**src/rtl/mips_pkg.sv**
```systemverilog
// Shared definitions for the MIPS memory subsystem: arbiter state encoding,
// the default data-port streak limit and a small saturating-counter helper.
package mips_pkg;

  typedef enum logic [1:0] {
    IDLE    = 2'd0,
    IF_WAIT = 2'd1,
    DM_WAIT = 2'd2,
    DONE    = 2'd3
  } arb_state_t;

  // Back-to-back data grants tolerated while a fetch is waiting (legal 1..15)
  localparam int unsigned MAX_DM_STREAK_DEFAULT = 4;

  // Width of the streak counter; fixes the upper bound of MAX_DM_STREAK
  localparam int unsigned STREAK_W = 4;

  // Increment that sticks at the limit instead of wrapping
  function automatic logic [STREAK_W-1:0] satInc(input logic [STREAK_W-1:0] value,
                                                 input logic [STREAK_W-1:0] limit);
    return (value < limit) ? value + 1'b1 : limit;
  endfunction

endpackage

```
**src/rtl/mem_arbiter.sv**
```systemverilog
// Two-port (instruction fetch / data) arbiter in front of a single unified
// memory. Data accesses normally win, but a pending fetch is guaranteed a
// slot after MAX_DM_STREAK consecutive data grants so the pipeline front end
// cannot starve. One access is outstanding at a time; every access ends with
// a one-cycle DONE state carrying the served port's ready pulse.
module mem_arbiter
  import mips_pkg::*;
#(
  parameter int unsigned MAX_DM_STREAK = MAX_DM_STREAK_DEFAULT,
  parameter int unsigned ADDR_W        = 30
) (
  input  logic              clk,
  input  logic              rst_n,

  input  logic              if_req,
  input  logic [ADDR_W-1:0] if_addr,
  output logic [31:0]       if_rdata,
  output logic              if_ready,

  input  logic              dm_req,
  input  logic              dm_we,
  input  logic [ADDR_W-1:0] dm_addr,
  input  logic [31:0]       dm_wdata,
  output logic [31:0]       dm_rdata,
  output logic              dm_ready,

  output logic              mem_req,
  output logic              mem_we,
  output logic [ADDR_W-1:0] mem_addr,
  output logic [31:0]       mem_wdata,
  input  logic [31:0]       mem_rdata,
  input  logic              mem_ack,

  output logic              stall_f,
  output logic              stall_m,
  output logic              proto_err
);

  localparam logic [STREAK_W-1:0] C_MAX_STREAK = STREAK_W'(MAX_DM_STREAK);

  arb_state_t          r_state;
  logic [STREAK_W-1:0] r_streak;
  logic                r_memReq;
  logic                r_memWe;
  logic [ADDR_W-1:0]   r_memAddr;
  logic [31:0]         r_memWdata;
  logic [31:0]         r_ifRdata;
  logic [31:0]         r_dmRdata;
  logic                r_ifReady;
  logic                r_dmReady;
  logic                r_protoErr;

  logic                w_fetchStarved;
  logic                w_grantDm;
  logic                w_grantIf;

  // Grant selector: data wins unless the fetch has already waited out a full streak
  always_comb begin
    w_fetchStarved = if_req && (r_streak == C_MAX_STREAK);
    w_grantDm      = dm_req && !w_fetchStarved;
    w_grantIf      = !w_grantDm && if_req;
  end

  // Arbiter FSM; every memory-side and requester-side output is registered here
  always_ff @(posedge clk or negedge rst_n) begin
    if (!rst_n) begin
      r_state    <= IDLE;
      r_streak   <= '0;
      r_memReq   <= 1'b0;
      r_memWe    <= 1'b0;
      r_memAddr  <= '0;
      r_memWdata <= '0;
      r_ifRdata  <= '0;
      r_dmRdata  <= '0;
      r_ifReady  <= 1'b0;
      r_dmReady  <= 1'b0;
      r_protoErr <= 1'b0;
    end else begin
      unique case (r_state)
        IDLE: begin
          // An ack here belongs to no access (e.g. one abandoned by reset)
          if (mem_ack) begin
            r_protoErr <= 1'b1;
          end
          if (w_grantDm) begin
            r_state    <= DM_WAIT;
            r_memReq   <= 1'b1;
            r_memWe    <= dm_we;
            r_memAddr  <= dm_addr;
            r_memWdata <= dm_wdata;
            r_streak   <= if_req ? satInc(r_streak, C_MAX_STREAK) : '0;
          end else if (w_grantIf) begin
            r_state    <= IF_WAIT;
            r_memReq   <= 1'b1;
            r_memWe    <= 1'b0;
            r_memAddr  <= if_addr;
            r_memWdata <= '0;
            r_streak   <= '0;
          end
        end
        IF_WAIT: begin
          if (mem_ack) begin
            r_ifRdata <= mem_rdata;
            r_memReq  <= 1'b0;
            r_ifReady <= 1'b1;
            r_state   <= DONE;
          end
        end
        DM_WAIT: begin
          if (mem_ack) begin
            // Stores leave the previous load data visible
            if (!r_memWe) begin
              r_dmRdata <= mem_rdata;
            end
            r_memReq  <= 1'b0;
            r_dmReady <= 1'b1;
            r_state   <= DONE;
          end
        end
        DONE: begin
          if (mem_ack) begin
            r_protoErr <= 1'b1;
          end
          r_ifReady <= 1'b0;
          r_dmReady <= 1'b0;
          r_state   <= IDLE;
        end
        default: begin
          r_state <= IDLE;
        end
      endcase
    end
  end

  assign mem_req   = r_memReq;
  assign mem_we    = r_memWe;
  assign mem_addr  = r_memAddr;
  assign mem_wdata = r_memWdata;
  assign if_rdata  = r_ifRdata;
  assign if_ready  = r_ifReady;
  assign dm_rdata  = r_dmRdata;
  assign dm_ready  = r_dmReady;
  assign proto_err = r_protoErr;

  // Requesters freeze while their access is outstanding
  assign stall_f = if_req & ~r_ifReady;
  assign stall_m = dm_req & ~r_dmReady;

endmodule

```
**config.mk**
```make
export PLATFORM = sky130hd
export DESIGN_NAME = mem_arbiter
export DESIGN_NICKNAME = d
export VERILOG_FILES = /design/src/rtl/mips_pkg.sv /design/src/rtl/mem_arbiter.sv
export SDC_FILE = /design/constraint.sdc
export NUM_CORES = 1
export LEC_CHECK = 0
export BUFFER_PORTS_ARGS = -buffer_cell sky130_fd_sc_hd__buf_2
export CAP_MARGIN = 20
export CORE_UTILIZATION = 25
export DETAILED_ROUTE_END_ITERATION = 16
export GPL_TIMING_DRIVEN = 1
export PLACE_DENSITY = 0.47
export SYNTH_ARGS = -nofsm -noshare
export SYNTH_HDL_FRONTEND = slang
export SYNTH_SLANG_ARGS = --single-unit
```
**constraint.sdc**
```tcl
create_clock -name clk -period 3.1 [get_ports clk]
set_input_delay 0.31 -clock clk [delete_from_list [all_inputs] [get_ports clk]]
set_output_delay 0.31 -clock clk [all_outputs]
set_load 0.01 [all_outputs]
```
After elaboration in Yosys (flattened, before gate mapping):

Index checks and enable logic that the tools add are counted.

* register bits after elaboration: 137
* bits in latches: 0
* RAM bits: 0
* bits in read-only memories: 0
* input bits: 130
* output and inout bits: 133
* word-level logic and storage cells: 67
* memories: 0

* add/subtract/negate cells: 1
* multiply operators: 0
* divide/modulo/power cells: 0
* magnitude comparators: 1
* equal/unequal tests: 8
* shifts and indexed selects: 0
* muxes and demuxes: 21
* bitwise operators: 5
* reductions and logical operators: 20

Operators with widths (count)
* $mux 32: 2
* $mux 30: 2
* $mux 4: 4
* $reduce_and 2->1: 6
* $reduce_bool 2->1: 4
* $mux 1: 6
* $mux 2: 3
* $pmux 1 s2: 3
* $pmux 2 s3: 1
* $reduce_and 3->1: 2
* $add 4x1->4 const B: 1
* $eq 2x2->1 const B: 2
* $eq 4x3->1 const B: 1
* $lt 4x3->1 const B: 1
* $ne 2x2->1 const B: 2
* $reduce_or 2->1: 2
* $logic_and 1x1->1: 3
* $ne 3x3->1 const B: 1
* $not 1->1: 3
* $and 1x1->1: 2
* $eq 2x1->1 const B: 1
* $logic_not 1->1: 2
* $logic_not 2->1: 1
* $ne 2x1->1 const B: 1

Logic depth before layout (Yosys ltp):

Gate-level depths: netlist of run 1.

* depth in word-level cells: 9
* depth in mapped cells: 8
* mapped depth without buffers: 5

Least setup slack after synthesis of run 1:

Ideal clock, no wire load.

* path kind: register -> register
* start point: register r_state[0]
* end point: register r_memReq (netlist: mem_req)
* library setup time: 0.128 ns
* arrival time: 1.443 ns
* path slack: 1.529 ns
* cell stages (with the launch flop): 6
* buffers on the path: 0
* period minus slack after synthesis: 1.571 ns
* cell sequence: dfrtp_1 inv_1 ha_1 nor2b_1 a211oi_1 mux2_1

* word-level cells in the longest chain between the ends: 4

Ends and longest elaborated chain
* start: declaration: RTL line mem_arbiter.sv:41 `arb_state_t r_state;`
* start signal: assignment: RTL line mem_arbiter.sv:67 `r_state <= IDLE;`
* start signal: assignment: RTL line mem_arbiter.sv:86 `r_state <= DM_WAIT;`
* start signal: assignment: RTL line mem_arbiter.sv:93 `r_state <= IF_WAIT;`
* $eq 2x2->1 / $eq 2x1->1 (equally long branches): RTL line mem_arbiter.sv:79 `unique case (r_state)`
* $reduce_or 2->1 (no line)
* $ne 2x1->1 (no line) / $reduce_bool 2->1 (equally long branches)
* $reduce_and 3->1 (no line)
* end signal: assignment: RTL line mem_arbiter.sv:87 `r_memReq <= 1'b1;`
* end signal: assignment: RTL line mem_arbiter.sv:94 `r_memReq <= 1'b1;`
* end signal: assignment: RTL line mem_arbiter.sv:104 `r_memReq <= 1'b0;`
* end: declaration: RTL line mem_arbiter.sv:43 `logic r_memReq;`

Parallel ways exist; a longest one is shown, timed or not.
A chain may end at the register's enable or synchronous reset.

Worst setup path after layout of run 1:

* start point: register r_streak[0]
* end point: register r_memWdata[19] (netlist: mem_wdata[19])

* word-level cells in the longest chain between the ends: 8

Ends and longest elaborated chain
* start: declaration: RTL line mem_arbiter.sv:42 `logic [STREAK_W-1:0] r_streak;`
* start signal: assignment: RTL line mem_arbiter.sv:91 `r_streak <= if_req ? satInc(r_streak, C_MAX_STREAK) : '0;`
* $eq 4x3->1 (*): RTL line mem_arbiter.sv:59 `w_fetchStarved = if_req && (r_streak == C_MAX_STREAK);`
* $logic_and 1x1->1 (*): RTL line mem_arbiter.sv:59
* $logic_not 1->1 (*): RTL line mem_arbiter.sv:60 `w_grantDm = dm_req && !w_fetchStarved;`
* $logic_and 1x1->1 (*): RTL line mem_arbiter.sv:60
* $logic_not 1->1: RTL line mem_arbiter.sv:61 `w_grantIf = !w_grantDm && if_req;`
* $logic_and 1x1->1: RTL line mem_arbiter.sv:61
* $reduce_bool 2->1 (no line)
* $reduce_and 2->1 (no line)
* end signal: assignment: RTL line mem_arbiter.sv:90 `r_memWdata <= dm_wdata;`
* end: declaration: RTL line mem_arbiter.sv:46 `logic [31:0] r_memWdata;`

Mark *: on every way between the ends. The rest lies on a longest branch, timed or not.

==> results_dict.tcl, run 1 <==
set metrics [dict create \
    final_cell_area_um2 8140 \
    design.die.area_um2 24400 \
    cts_tree "done" \
    holdWs_ns -0.0169 \
    final.period_utilization 0.659 \
    slew_viol_final 0 \
    cts_buffer_depth 2 \
    synth_cell_type_count 30 \
    io_buffers 262 \
    drt_iter0_drc 221 \
    die_x_um 156 \
    slowest_stage "nand4b_4" \
    async_reset_ff_frac 1.00 \
    drt_wl_total_um 16900 \
    netlist_area_um2 5950 \
    path_cells "inv_1 > ha_1 > nand4b_4 > nand2_1 > buf_4 > o21ai_1" \
    synth_seq_area_share 0.576 \
    p_per_area_nw_per_um2 1010 \
    synth.most_common_cell "dfrtp_1" \
    wl_per_cell_um 15.5 \
    routedLengthMet1_um 7640 \
    antenna_found_initial 0 \
    p_clk_frac 0.253 \
    clock.fmax_mhz 490 \
    clk_pin_slew_ns 0.07 \
    slowest_delay_ns 0.48 \
    critPathKind "reg2reg" \
    htree_levels 4 \
    failed_checks "negative hold slack" \
    layout-drive-gt1-share 0.439 \
    worst_slew_pin_slew_ns 0.864 \
    cp_top_family "simple AND/OR/NAND/NOR gates" \
    area_growth_pct 36.8 \
    seq_power_share 0.364 \
    synth.top_cells.by_area "dfrtp_1, mux2_1, nand2_1" \
    fp.coreArea_um2 23400 \
    fin_skew_ns 0.0107 \
    clockRootBuffer "clkbuf_16" \
    ctsHoldBuffers 0 \
    cap_viol_max_count 0 \
    gp_congestion 0.704 \
    fin_tns_setup_ns 0 \
    yosys_register_bits 137 \
    ant_nets 0 \
    cp_num_buf_inv 2 \
    highest_layer "met4" \
    grt_pass1_vias 4817 \
    p_sw_mw 3.01 \
    hp-class "in2async" \
    hpwl_um 11400 \
    grt_pass1_wl_um 26200 \
    viasPerCell 4.37 \
    required_ns 3.38 \
    syn_inst 509 \
    internal_power_mw 5.23 \
    setup_viol 0 \
    grt-ovfl-total 0 \
    start_kind "flop" \
    cts_buffers 17 \
    clock_sinks 137 \
    crit_fanout 35 \
    cp.arrival_ns 2.33 \
    dr_total_vias 4780 \
    cellLeakagePower_nw 4.01 \
    diodes 0 \
    clk_latency_ns 0.41 \
    dpl_cell_area_um2 7540 \
    synth_top_area_frac 0.576 \
    ir_drop_uv 291 \
    yosysWarnings 0 \
    ctsResizeCount 0 \
    status "finished, violations left" \
    rsz0062_at_grt "no" \
    synth_common_cells "dfrtp_1, nand2_1, mux2_1, o21ai_1, nand4_1" \
    yosys.area.top_type "dfrtp_1" \
    grt_usage 0.140 \
    r2r_slack_ns 1.06 \
    wl_met2_um 7950 \
    relSlewSlack 0.424 \
    dr_wl_met3_um 1210 \
    ys.flop_type "dfrtp_1" \
    finalHoldViolCount 4 \
    grt_max_degree 92 \
    cts_setup_buffers 0 \
    start_util 0.254 \
    fin_crit_ns 2.04 \
    syn_nets 646 \
    avgSynthCellArea_um2 11.7 \
    pwr-share-comb 0.383 \
    dr.pass1.iters 4 \
    finalNetCount 899 \
    drcViolationCount 0 \
    placementRows 56 \
    worst_setup_path_end_kind "flop" \
    die_y_um 156 \
    swShare 0.365 \
    synth_edf_count 0 \
    ios 263 \
]
-- state kept, by name, indices dropped and copies added, names as in the netlist --
signal	flops
mem_req	1
proto_err	1
r_state	2
dm_rdata	32
mem_we	1
dm_ready	1
r_streak	4
mem_wdata	32
mem_addr	30
if_rdata	32
if_ready	1
-- final timing paths --
| kind | start | to | depth (start not counted) |
|---|---|---|---|
| setup reg to reg | r_streak[0] | mem_wdata[19] | 6 |
| setup / recovery | r_streak[0] | mem_wdata[19] | 6 |
| min in group clk | dm_wdata[10] | mem_wdata[10] | 3 |
| hold / removal | rst_n | dm_rdata[24] | 1 |
| hold reg to reg | proto_err | proto_err | 1 |
| max in group asynchronous | rst_n | mem_wdata[18] | 2 |
-- power by group through the flow --
stage	combinational, mW	sequential [mW]	clock [mW]
CTS	3.23	3.01	2.17
global placement	3.19	3.02	0
floorplan	1.51	3.41	0
finish	3.16	3.00	2.08
global route	3.51	3.11	2.24
detailed placement	3.23	3.03	0
-- per-stage QoR --
stage	utilization	setup slack [ns]	cells	hold WS (ns)	total power, mW
2_1_floorplan	-	1.53	509	0.0144	4.92
3_3_place_gp	0.322	1.06	1062	0.450	6.22
3_5_place_dp	0.322	1.03	1062	0.450	6.26
4_1_cts	0.348	1.02	1094	0.0219	8.41
5_1_grt	0.348	0.833	1094	0.0283	8.86
6_report	0.348	1.06	1094	-0.0169	8.25
-- layout by cell type, fill, tap and decap left out, types with 3 or more instances in the layout --
| cell type | synthesis | final |
|---|---|---|
| clkbuf_8 | 0 | 3 |
| dfrtp_1 | 137 | 137 |
| inv_6 | 0 | 3 |
| o211ai_2 | 30 | 30 |
| nand2_1 | 130 | 130 |
| buf_2 | 13 | 261 |
| o21ai_1 | 35 | 34 |
| clkbuf_16 | 0 | 17 |
| nor2b_1 | 4 | 4 |
| ha_1 | 7 | 7 |
| clkinvlp_4 | 0 | 4 |
| nand4_1 | 32 | 32 |
| inv_1 | 6 | 6 |
| mux2_1 | 65 | 65 |
| nor2_1 | 3 | 3 |
| a21oi_1 | 5 | 5 |
| buf_4 | 13 | 10 |
-- layer usage --
layer | global-route usage | up-vias
met1 | 0.182 | 2306
met4 | 0.0392 | 0
met2 | 0.224 | 183
met3 | 0.0432 | 10
met5 | 0 | -
li1 | - | 2281
-- logic make-up (layout without fill, tap and decap cells) --
group,count (synthesis),after routing,share of synthesized area
simple gates,174,174,0.131
flops,137,137,0.576
compound gates,79,79,0.107
mux,67,67,0.127
buf+inv,45,311,0.0443
fa+ha+maj,7,7,0.0147
-- cell type report --
| cell class | count | area, um2 |
|---|---|---|
| fill | 2433 | 15300 |
| inverter | 6 | 22.5 |
| tap | 319 | 399 |
| clock buffer | 21 | 470 |
| clock inverter | 11 | 136 |
| multi-input combinational | 327 | 2270 |
| sequential | 137 | 3430 |
| timing repair buffer | 273 | 1410 |
No activity file was read; power rests on OpenSTA's default activity.
==> run 2, diff against run 1 <==
clock period = 2 ns   (was 3.1 ns; I/O delays follow)
==> results_dict.tcl, run 2 (same netlist as run 1, synthesis figures left out) <==
set metrics [dict create \
    status "completed" \
    slew_viol_final 0 \
    grt-ovfl-total 0 \
    layout-drive-gt1-share 0.421 \
    io_buffers 262 \
    viasPerCell 4.30 \
    worst_setup_path_end_kind "flop" \
    drcViolationCount 0 \
    final_cell_mix "buf_2, dfrtp_1, nand2_1" \
    p_per_area_nw_per_um2 1500 \
    dpl_cell_area_um2 7650 \
    swShare 0.362 \
    clk_latency_ns 0.41 \
    layout_commonest_cell "buf_2" \
    setup_viol 0 \
    power_mw 13.0 \
    final.period_utilization 0.859 \
    cap_viol_max_count 0 \
    dr.pass1.iters 4 \
    final_cells 1140 \
    htree_levels 4 \
    area_growth_pct 45.8 \
    drt_iter0_drc 144 \
    grt_max_degree 70 \
    finalHoldViolCount 0 \
    fin_skew_ns 0.0124 \
    setup_ws_ns 0.283 \
    ir_drop_uv 492 \
    finalNetCount 945 \
    place_inst 1067 \
    fp.coreArea_um2 23400 \
    seq_power_share 0.357 \
    ant_nets 0 \
    critPathKind "reg2reg" \
    required_ns 2.29 \
    internal_power_mw 8.31 \
    cellLeakagePower_nw 4.24 \
    cts_setup_buffers 0 \
    wl_per_cell_um 14.8 \
    die_x_um 156 \
    hp-class "in2reg" \
    ctsResizeCount 0 \
    dr_total_vias 4903 \
    die_y_um 156 \
    start_kind "flop" \
    relSlewSlack 0.689 \
    final.fill_count 2426 \
    rsz0062_at_grt "no" \
    cp.arrival_ns 2.00 \
    start_util 0.254 \
    grt_pass1_wl_um 26500 \
    placementRows 56 \
    fin_tns_setup_ns 0 \
    grt_usage 0.140 \
    clock.fmax_mhz 582 \
    clock_sinks 137 \
    holdWs_ns 0.0237 \
    p_clk_frac 0.257 \
    hpwl_um 11300 \
    cts_buffer_depth 2 \
    ios 263 \
    crit_fanout 32 \
    drt_wl_total_um 16900 \
    preCtsSetupSlack_ns 0.259 \
    worst_slew_pin_slew_ns 0.467 \
    cts_tree "done" \
    ctsHoldBuffers 41 \
    antenna_found_initial 0 \
    fin_crit_ns 1.72 \
    clk_pin_slew_ns 0.06 \
    final_cell_area_um2 8680 \
    design.die.area_um2 24400 \
    cts_buffers 17 \
    p_sw_mw 4.71 \
    utilization 0.371 \
    pwr-share-comb 0.386 \
    clockRootBuffer "clkbuf_16" \
    gp_congestion 0.747 \
    grt_pass1_vias 4981 \
    diodes 0 \
]
run 2: changes by cell type in the layout (fill, tap and decap cells not counted), sizes merged:
| cell | delta |
|---|---|
| dlygate4sd3 | +41 |
| buf | +5 |
| clkbuf | -3 |
| inv | +2 |
| bufinv | +1 |
run 2: routing by layer:
layer  vias to the layer above  part of all wire  routed length (um)  GRT usage
li1                       2366                 -                   -          -
met2                       162              0.46                7840      0.230
met3                        11             0.065                1110     0.0404
met5                         -                 0                   0          0
met1                      2364              0.46                7790      0.176
met4                         0             0.010                 176     0.0458
run 2: worst paths after layout:
| kind | cells past startpoint | endpoint | start | slack, ns |
|---|---|---|---|---|
| max | 5 | dm_rdata[29] | r_state[0] | 0.28 |
| min reg2reg | 1 | proto_err | proto_err | 0.46 |
| min | 2 | if_rdata[12] | mem_rdata[12] | 0.02 |
| min in group asynchronous | 3 | dm_rdata[24] | rst_n | 0.36 |
| max in group asynchronous | 3 | mem_wdata[11] | rst_n | 1.28 |
| max reg2reg | 5 | dm_rdata[29] | r_state[0] | 0.28 |
run 2: power by group through the flow:
stage | clock network, mW | registers (mW) | logic, mW
after global routing | 3.59 | 4.82 | 5.60
after detailed placement | 0 | 4.69 | 5.08
after CTS | 3.48 | 4.66 | 5.13
after global placement | 0 | 4.68 | 5.01
after floorplan | 0 | 5.28 | 2.34
final | 3.35 | 4.64 | 5.03
run 2: critical path: stages, from the launching register on:
cell and delay, ns:
dfrtp_1 0.40, inv_1 0.10, ha_1 0.24, nand3b_2 0.07
buf_4 0.41, mux2_1 0.37
run 2: final cells by class:
class / instances / area (um2) / share of cell area
Clock buffer: 18 / 439 / 0.0506
Clock inverter: 14 / 184 / 0.0212
Inverter: 6 / 22.5 / 0.00259
Multi-Input combinational cell: 327 / 2270 / 0.262
Sequential cell: 137 / 3430 / 0.395
Tap cell: 319 / 399 / 0.0460
Timing Repair Buffer: 319 / 1940 / 0.223
